## src/rtl/md_issue_ctrl.sv

```systemverilog
// ---------------------------------------------------------------------------
// md_issue_ctrl
//   Issue controller sitting between the EX stage and a multi-cycle
//   multiply/divide unit with HI/LO registers.  It launches MULT/DIV with
//   registered operands, issues one-cycle HI/LO writes for MTHI/MTLO, flags
//   MFHI/MFLO reads, and stalls EX and earlier while a multiply/divide
//   operation is in flight.
//
// Ports
//   clk       in   single clock, rising edge
//   reset     in   asynchronous active-high reset
//   valid_E   in   EX-stage instruction valid
//   op_E      in   EX op: 0 NONE, 1 MULT, 2 DIV, 3 MTHI, 4 MTLO, 5 MFHI,
//                  6 MFLO, 7 reserved (behaves as NONE)
//   rs_E      in   first operand from EX
//   rt_E      in   second operand from EX
//   busy      in   multiply/divide unit busy flag
//   A, B      out  registered operands to the multiply/divide unit
//   mult      out  one-cycle multiply start pulse
//   div       out  one-cycle divide start pulse
//   HIWrite   out  one-cycle HI write pulse (data on A)
//   LOWrite   out  one-cycle LO write pulse (data on A)
//   read      out  HI/LO read this cycle
//   sel_hi    out  1 = HI, 0 = LO; forced 0 when read = 0
//   stall     out  freeze EX and earlier stages
// ---------------------------------------------------------------------------
module md_issue_ctrl #(
    parameter int DATA_W = 32
) (
    input  logic              clk,
    input  logic              reset,
    input  logic              valid_E,
    input  logic [2:0]        op_E,
    input  logic [DATA_W-1:0] rs_E,
    input  logic [DATA_W-1:0] rt_E,
    input  logic              busy,
    output logic [DATA_W-1:0] A,
    output logic [DATA_W-1:0] B,
    output logic              mult,
    output logic              div,
    output logic              HIWrite,
    output logic              LOWrite,
    output logic              read,
    output logic              sel_hi,
    output logic              stall
);

    localparam logic [2:0] OP_NONE = 3'd0;
    localparam logic [2:0] OP_MULT = 3'd1;
    localparam logic [2:0] OP_DIV  = 3'd2;
    localparam logic [2:0] OP_MTHI = 3'd3;
    localparam logic [2:0] OP_MTLO = 3'd4;
    localparam logic [2:0] OP_MFHI = 3'd5;
    localparam logic [2:0] OP_MFLO = 3'd6;
    localparam logic [2:0] OP_RSVD = 3'd7;

    typedef enum logic [1:0] {
        IDLE  = 2'd0,
        START = 2'd1,
        WAIT  = 2'd2,
        MTW   = 2'd3
    } state_t;

    state_t            state;
    state_t            state_d;
    logic [DATA_W-1:0] a_d;
    logic [DATA_W-1:0] b_d;
    logic              mult_d;
    logic              div_d;
    logic              hi_d;
    logic              lo_d;
    logic              md_op;
    logic              is_read_op;

    // Only ops 1..6 involve the multiply/divide unit; NONE and the reserved
    // encoding fall through untouched.
    assign md_op      = valid_E && (op_E != OP_NONE) && (op_E != OP_RSVD);
    assign is_read_op = (op_E == OP_MFHI) || (op_E == OP_MFLO);

    // A stalled instruction is not consumed; it is simply re-presented and
    // re-evaluated once the FSM is back in IDLE.
    assign stall  = md_op && (state != IDLE);
    assign read   = md_op && (state == IDLE) && is_read_op;
    assign sel_hi = read && (op_E == OP_MFHI);

    always_comb begin
        state_d = state;
        a_d     = A;
        b_d     = B;
        mult_d  = 1'b0;
        div_d   = 1'b0;
        hi_d    = 1'b0;
        lo_d    = 1'b0;
        case (state)
            IDLE: begin
                if (md_op) begin
                    case (op_E)
                        OP_MULT: begin
                            a_d     = rs_E;
                            b_d     = rt_E;
                            mult_d  = 1'b1;
                            state_d = START;
                        end
                        OP_DIV: begin
                            a_d     = rs_E;
                            b_d     = rt_E;
                            div_d   = 1'b1;
                            state_d = START;
                        end
                        OP_MTHI: begin
                            a_d     = rs_E;
                            hi_d    = 1'b1;
                            state_d = MTW;
                        end
                        OP_MTLO: begin
                            a_d     = rs_E;
                            lo_d    = 1'b1;
                            state_d = MTW;
                        end
                        default: ;
                    endcase
                end
            end
            // The unit raises busy only after seeing the start pulse, so
            // START moves on unconditionally.
            START: state_d = WAIT;
            // The cycle that sees busy low still stalls: one bubble.
            WAIT:  if (!busy) state_d = IDLE;
            MTW:   state_d = IDLE;
            default: state_d = IDLE;
        endcase
    end

    always_ff @(posedge clk or posedge reset) begin
        if (reset) begin
            state   <= IDLE;
            A       <= '0;
            B       <= '0;
            mult    <= 1'b0;
            div     <= 1'b0;
            HIWrite <= 1'b0;
            LOWrite <= 1'b0;
        end else begin
            state   <= state_d;
            A       <= a_d;
            B       <= b_d;
            mult    <= mult_d;
            div     <= div_d;
            HIWrite <= hi_d;
            LOWrite <= lo_d;
        end
    end

endmodule

```

## config.mk

```make
export PLATFORM = sky130hd
export DESIGN_NAME = md_issue_ctrl
export DESIGN_NICKNAME = d
export VERILOG_FILES = /design/src/rtl/md_issue_ctrl.sv
export SDC_FILE = /design/constraint.sdc
export NUM_CORES = 1
export LEC_CHECK = 0
export CAP_MARGIN = 15
export CORE_ASPECT_RATIO = 0.7
export CORE_MARGIN = 3
export CORE_UTILIZATION = 60
export CTS_CLUSTER_SIZE = 14
export DETAILED_ROUTE_END_ITERATION = 7
export DONT_BUFFER_PORTS = 1
export GPL_ROUTABILITY_DRIVEN = 0
export PLACE_DENSITY = 0.76
export SYNTH_ARGS = -nofsm -noshare
export SYNTH_HDL_FRONTEND = slang
export SYNTH_SLANG_ARGS = --single-unit
```

## constraint.sdc

```tcl
create_clock -name clk -period 4.2 [get_ports clk]
set_input_delay 0.63 -clock clk [delete_from_list [all_inputs] [get_ports clk]]
set_output_delay 0.63 -clock clk [all_outputs]
set_load 0.005 [all_outputs]
```

==> PnR_summary.wiki, run 1 <==
{| class="wikitable"
! Metric !! Value
|-
| Leading cell type in the layout, fill and taps excluded || dfrtp_1
|-
| Commonest cells after routing, fill and taps aside || dfrtp_1 (70), mux2_4 (30), mux2_1 (29), clkbuf_8 (11), mux2_2 (5)
|-
| Post-CTS Setup Bufs || 0
|-
| Chip Height || 63.6 um
|-
| Synth Area in Simple Gates || 5.11%
|-
| Maximum number of pins on one net before global-route repair || 71
|-
| Synthesized cell area || 2840 sq um
|-
| Slew at the pin with the worst max-slew slack || 1.00 ns
|-
| Post-synthesis cell type count || 26
|-
| Max VDD drop || 322 uV
|-
| Crit path required time || 4.39 ns
|-
| Max-Slew Margin vs Limit || 32.9%
|-
| Synthesized-area fraction occupied by ao, oa, aoi and oai cells || 0.616%
|-
| Total Power Consumption || 0.00219 W
|-
| Arithmetic-cell share of the synthesized area counting full adders, half adders and majority gates || 0%
|-
| Hold Vio Cnt, Final || 0
|-
| Placement Rows || 20
|-
| Initial drt markers || 81
|-
| Setup repair after global routing missed its margin || false
|-
| Fraction of the cycle the final worst path needs || 50.5%
|-
| Initial Util || 63.8%
|-
| Synthesized area per cell || 16.9 sq um
|-
| Type of element capturing the critical path || flip-flop
|-
| Slowest-stage cell, CP || nand3_2
|-
| Diode insertion count for antenna repair || 0
|-
| Slowest cell delay on critical path || 0.65 ns
|-
| Total die area || 5610 sq um
|-
| Number of sinks driven by the clock tree || 70
|-
| Yosys warnings || 0
|-
| Cells along the critical path || nor3b_2 -> nand3_2 -> mux2_1
|-
| Max-cap check violation count || 0
|-
| Multiplexer fraction of the synthesized cell area || 29.3%
|-
| Port buffer count || 0
|-
| Via/cell ratio || 5.89
|-
| Count of pins on the block boundary || 142
|-
| Final worst clock skew || 0.00645 ns
|-
| Total CTS buffers || 9
|-
| Antenna violations before repair || 0
|-
| Number of gates resized after cts || 0
|-
| Total vias in the final route || 1360
|-
| Synthesized-area fraction occupied by xor and xnor cells || 0.308%
|-
| All-layer global routing usage || 18.9%
|-
| Number of nets in the finished design || 243
|-
| Clock-pin slew on the worst setup and hold paths || 0.06 ns
|-
| Main combinational cell family by area after synthesis || multiplexers
|-
| Run status || complete, no violations
|-
| Crit path max fanout || 33
|-
| Congestion Overflow GR || 0
|-
| First-pass GRT wire length || 7750 um
|-
| Detailed Routing Iterations Pass 1 || 4
|-
| Worst R2R Setup Slack || 2.08 ns
|-
| Startpoint of the most critical register-to-register path || state[1]
|-
| Die width || 88.3 um
|-
| Post-route DRC || 0
|-
| Signed area change from the synthesized netlist to the final layout || 5.86%
|-
| Net count after synthesis || 239
|-
| Clock latency of the later-clocked register in the worst-skew pair || 0.32 ns
|-
| Crit path DAT || 2.32 ns
|-
| Maximum clock frequency || 471 MHz
|-
| Final ANT Viol Nets || 0
|-
| Average routed wire per standard cell || 22.4 um
|-
| Total count of max-transition violations in the final report || 0
|-
| Maximum count of clock buffers along a single path || 2
|-
| Number of cells on the worst reg-to-reg path || 3
|-
| Final setup violation count || 0
|-
| H-Tree Level Count || 3
|-
| Total detailed-routing wirelength || 5180 um
|-
| Final critical path time including I/O delays and setup || 2.12 ns
|-
| Leak Pwr || 1.45 nW
|-
| CP Class || reg2reg
|-
| Dpl hpwl || 3910 um
|-
| Root buffer cell || clkbuf_8
|-
| Seq cells post-synth || 70
|-
| Core area || 4450 sq um
|-
| Cell depth of the worst min-delay path || 1
|-
| Total Neg Setup Slack || 0 ns
|-
| Startpoint Class || flip-flop
|-
| Setup slack of the critical path after layout || 2.08 ns
|-
| Type of the worst min-delay path || in2reg
|-
| Pwr dens || 729 nW/um^2
|-
| Critical hold path startpoint || op_E[0]
|-
| DP Worst Slack || 1.90 ns
|-
| Reg-to-reg critical path endpoint || A[18]
|-
| TritonCTS clock tree || done
|-
| Vias in the first global route || 1530
|-
| Sequential cell area fraction in the yosys report || 61.6%
|-
| CTS Hold Bufs || 0
|-
| Hold worst-path end || div
|-
| Layout cell share with drive strength beyond 1 || 30.1%
|-
| Number of cells produced by synthesis || 168
|}
-- layout make-up --
class                           instances  area, sq um
Fill cell                             302         1450
Clock buffer                           14          163
Timing Repair Buffer                    1         7.51
Sequential cell                        70         1750
Tap cell                               55         68.8
Clock inverter                          1         5.00
Multi-Input combinational cell         88         1000
Inverter                                2         7.51
-- Yosys cell counts --
| cell | count | area share (%) |
|---|---|---|
| dfrtp_1 | 70 | 62 |
| mux2_4 | 30 | 16 |
| mux2_1 | 29 | 11 |
| buf_6 | 6 | 2.4 |
| mux2_2 | 5 | 2.0 |
| nor2_1 | 3 | 0.40 |
| and3_1 | 2 | 0.44 |
| buf_2 | 2 | 0.35 |
| inv_1 | 2 | 0.26 |
| nand2_1 | 2 | 0.26 |
| nand2b_1 | 2 | 0.44 |
| a22oi_1 | 1 | 0.26 |
| and3b_1 | 1 | 0.31 |
| and4b_1 | 1 | 0.35 |
| nand2_2 | 1 | 0.22 |
| nand3_1 | 1 | 0.18 |
| nand3_2 | 1 | 0.35 |
| nor2b_1 | 1 | 0.22 |
| nor3_1 | 1 | 0.18 |
| nor3b_1 | 1 | 0.26 |
| nor3b_2 | 1 | 0.44 |
| nor4b_4 | 1 | 0.84 |
| o21ai_0 | 1 | 0.18 |
| o21ai_1 | 1 | 0.18 |
| or3_1 | 1 | 0.22 |
| xor2_1 | 1 | 0.31 |
-- stage by stage --
| step | util, % | area (sq um) | std cells | hold slack, ns |
|---|---|---|---|---|
| detailed placement | 63.8 | 2840 | 216 | 0.513 |
| CTS | 67.5 | 3010 | 231 | 0.357 |
| finish | 67.5 | 3010 | 231 | 0.376 |
| floorplan | - | 2840 | 168 | 0.489 |
| global placement | 63.8 | 2840 | 216 | 0.508 |
| global route | 67.5 | 3010 | 231 | 0.355 |
-- layer usage --
metal / global-route usage (%) / vias to the layer above / wire (um)
li1: - / 589 / -
met1: 19.7 / 670 / 1780
met2: 31.6 / 92 / 2660
met3: 9.41 / 9 / 661
met4: 8.30 / 0 / 76
met5: 0 / - / 0
-- report_power, final --
group          leakage, nW  internal, W  total [W]  switching [W]
Combinational        0.516     0.000323   0.000464       0.000141
Clock               0.0865     0.000243   0.000454       0.000211
Sequential           0.843     0.000998    0.00128       0.000277
-- worst max-delay path: cells and delay by family, from the launching register on --
kind          cells  cell delay (ns)
simple gates      2             0.96
flops             1             0.45
mux               1             0.58
-- state kept, by name, indices dropped and copies added, names as in the netlist --
register  cells
HIWrite       1
LOWrite       1
B            32
div           1
state         2
A            32
mult          1
-- cells by family after synthesis --
family / after synthesis
flip-flops: 70
buffers and inverters: 10
AO/OA/AOI/OAI: 3
XOR/XNOR: 1
AND/OR/NAND/NOR: 20
multiplexers: 64
-- how the worst max path moves through the flow --
stage	slack [ns]	depth (start not counted)	start	end
finish	2.08	3	state[1]	A[18]
detailed placement	1.90	3	valid_E	A[5]
floorplan	1.80	1	reset	A[0]
global placement	2.06	3	valid_E	A[31]
CTS	2.05	3	state[1]	A[5]
global route	1.92	3	state[1]	A[27]
No activity file was read; power rests on OpenSTA's default activity.
==> run 2, diff against run 1 <==
Settings changed: CORE_UTILIZATION 60 to 56, PLACE_DENSITY 0.76 to 0.74.
Clock period 4.2 ns to 1.76 ns, I/O delays scaled along.
==> run 2 against run 1 <==
  * Sequential cell count unchanged
  * Worst hold slack worse by 0.34 ns
  * First-iteration DRC count decreased by 52%
  * Global-route usage decreased by 0.71 points
  * Sequential share of layout area shrank 2.5 points
  * Power grew 150%
  * Die area increased by 6.6%
  * Highest routed layer unchanged
==> PnR_summary.wiki, run 2 (synthesized netlist as in run 1, its figures left out) <==
{| class="wikitable"
! Metric !! Value
|-
| Port buffer count || 0 (unchanged)
|-
| Setup repair after global routing missed its margin || false
|-
| Combinational cell fraction of total power || 21.1% (about the same)
|-
| Run status || complete, no violations
|-
| Slowest cell delay on critical path || 0.45 ns (-0.20 ns)
|-
| Initial drt markers || 39 (-52%)
|-
| Chip Height || 65.6 um (+3.2%)
|-
| Buffers and inverters on the worst path || 0 (unchanged)
|-
| Final worst clock skew || 0.00847 ns (+0.00202 ns)
|-
| Diode insertion count for antenna repair || 0 (unchanged)
|-
| Total CTS buffers || 9 (unchanged)
|-
| Post-route DRC || 0 (unchanged)
|-
| TritonCTS clock tree || done
|-
| Final ANT Viol Nets || 0 (unchanged)
|-
| Portion of total power attributed to sequential cells || 55.8% (-2.4 points)
|-
| Dpl hpwl || 3720 um (-4.8%)
|-
| CP Class || reg2out
|-
| Average routed wire per standard cell || 20.8 um (-7.3%)
|-
| Via/cell ratio || 5.53 (-6.1%)
|-
| Crit path DAT || 1.36 ns (-0.96 ns)
|-
| Switching pwr || 0.00156 W (+150%)
|-
| Internal power of the cells || 0.00386 W (+150%)
|-
| Initial Util || 58.8% (-5.0 points)
|-
| Final critical path time including I/O delays and setup || 1.62 ns
|-
| Die width || 91.1 um (+3.3%)
|-
| Startpoint Class || flip-flop
|-
| All-layer global routing usage || 18.1% (-0.71 points)
|-
| Layout cell share with drive strength beyond 1 || 32.4% (+2.3 points)
|-
| Detailed Routing Iterations Pass 1 || 4 (unchanged)
|-
| Clock latency of the later-clocked register in the worst-skew pair || 0.33 ns (about the same)
|-
| FF/Latch Area || 1750 sq um (unchanged)
|-
| Hold Vio Cnt, Final || 0 (unchanged)
|-
| Fraction of the cycle the final worst path needs || 92.0%
|-
| Total Power Consumption || 0.00542 W (+150%)
|-
| Commonest cells after routing, fill and taps aside || dfrtp_1 (70), mux2_4 (30), mux2_1 (29), clkbuf_8 (10), mux2_2 (5)
|-
| Leading cell type in the layout, fill and taps excluded || dfrtp_1
|-
| Vias in the first global route || 1481 (-3.2%)
|-
| Final setup violation count || 0 (unchanged)
|-
| Crit path required time || 1.50 ns (-2.89 ns)
|-
| Cells along the critical path || nor3b_2 -> nand2_1 -> nor2_1
|-
| Maximum number of pins on one net before global-route repair || 71 (unchanged)
|-
| Filler cell count || 354 (+17%)
|-
| Total count of max-transition violations in the final report || 0 (unchanged)
|-
| Placed Area || 2910 sq um (+2.6%)
|-
| Leak Pwr || 1.49 nW (+3.4%)
|-
| Hold slack || 0.0397 ns (-0.337 ns)
|-
| Maximum clock frequency || 617 MHz
|-
| Post-CTS Setup Bufs || 0 (unchanged)
|-
| Sw frac || 28.8% (+0.052 points)
|-
| Type of element capturing the critical path || primary output
|-
| Number of nets in the finished design || 248 (+2.1%)
|-
| Kind of cell adding the most delay to the critical path || simple AND/OR/NAND/NOR gates
|-
| Root buffer cell || clkbuf_8
|-
| H-Tree Level Count || 3 (unchanged)
|-
| CTS Hold Bufs || 3 (+3)
|-
| Total die area || 5980 sq um (+6.6%)
|-
| Crit path max fanout || 4 (-88%)
|-
| Multi-input logic area || 1000 sq um (unchanged)
|-
| Congestion Overflow GR || 0 (unchanged)
|-
| Type of the worst min-delay path || in2reg
|-
| Total detailed-routing wirelength || 5220 um (+0.70%)
|-
| Maximum count of clock buffers along a single path || 2 (unchanged)
|-
| Max-cap check violation count || 0 (unchanged)
|-
| Slowest-stage cell, CP || dfrtp_1
|-
| Count of pins on the block boundary || 142 (unchanged)
|-
| Core area || 4830 sq um (+8.5%)
|-
| Layout Cell Area excl Fill || 3140 sq um (+4.5%)
|-
| Total vias in the final route || 1388 (+2.1%)
|-
| First-pass GRT wire length || 7980 um (+3.0%)
|-
| Max VDD drop || 903 uV (+180%)
|-
| Placement Rows || 21 (+5.0%)
|-
| Slew at the pin with the worst max-slew slack || 0.355 ns (-0.649 ns)
|-
| Signed area change from the synthesized netlist to the final layout || 10.6%
|-
| Pwr dens || 1720 nW/um^2 (+140%)
|-
| Total Neg Setup Slack || 0 ns (unchanged)
|-
| Max-Slew Margin vs Limit || 76.4% (+43 points)
|-
| Clock-pin slew on the worst setup and hold paths || 0.07 ns (about the same)
|-
| Number of sinks driven by the clock tree || 70 (unchanged)
|-
| Proportion of power drawn by the clock network || 23.1% (+2.4 points)
|-
| Number of gates resized after cts || 0 (unchanged)
|-
| Antenna violations before repair || 0 (unchanged)
|-
| Leading registers by flop count || A x32, B x32, state x2
|}
==> run 2: changes by cell type in the layout (fill, tap and decap cells not counted), sizes merged, moves of 2 or more <==
cell         change
clkinvlp         +2
clkinv           +3
buf              +2
dlygate4sd3      +3
clkbuf           -4
==> run 2: worst reg2reg max path, stage by stage (launching register included) <==
cell and delay [ns]:
dfrtp_1 0.45, nor4b_4 0.38, nand2_2 0.11, buf_12 0.20
mux2_4 0.34
==> run 2: final cells by class <==
| cell class | instances | share of cell area [%] |
|---|---|---|
| clock buffer | 10 | 4.38 |
| sequential | 70 | 55.7 |
| timing repair buffer | 6 | 2.87 |
| inverter | 2 | 0.358 |
| tap | 69 | 2.75 |
| clock inverter | 6 | 1.95 |
| multi-input combinational | 88 | 32.0 |
==> run 2: power by group through the flow <==
stage / clock network (W) / registers, W / logic [W]
after floorplan: 0 / 0.00285 / 0.00104
after global placement: 0 / 0.00304 / 0.00108
after detailed placement: 0 / 0.00306 / 0.00115
after CTS: 0.00129 / 0.00304 / 0.00116
after global routing: 0.00138 / 0.00311 / 0.00126
final: 0.00125 / 0.00302 / 0.00115
==> run 2: metrics by stage <==
step           utilization, %  setup WS, ns  std cells
2_1_floorplan               -         0.235        168
3_3_place_gp             60.3         0.249        232
4_1_cts                  65.0         0.150        251
3_5_place_dp             60.3         0.188        232
5_1_grt                  65.0        0.0479        251
6_report                 65.0         0.140        251
==> run 2: worst paths after layout <==
path	startpoint	to	slack (ns)	cells after the start
max	state[1]	sel_hi	0.14	3
min	op_E[1]	div	0.04	2
max reg2reg	state[1]	B[27]	0.16	4
min reg2reg	A[25]	A[25]	0.52	1
max in group asynchronous	reset	A[17]	0.96	3
min in group asynchronous	reset	B[27]	0.51	3
==> run 2: layer usage <==
layer  vias to the layer above  wire, um  global-route usage [%]
met5                         -         0                       0
met4                         0        61                    6.20
met3                         9       507                    9.95
met2                        87      2510                    27.7
met1                       689      2130                    22.0
li1                        603         -                       -
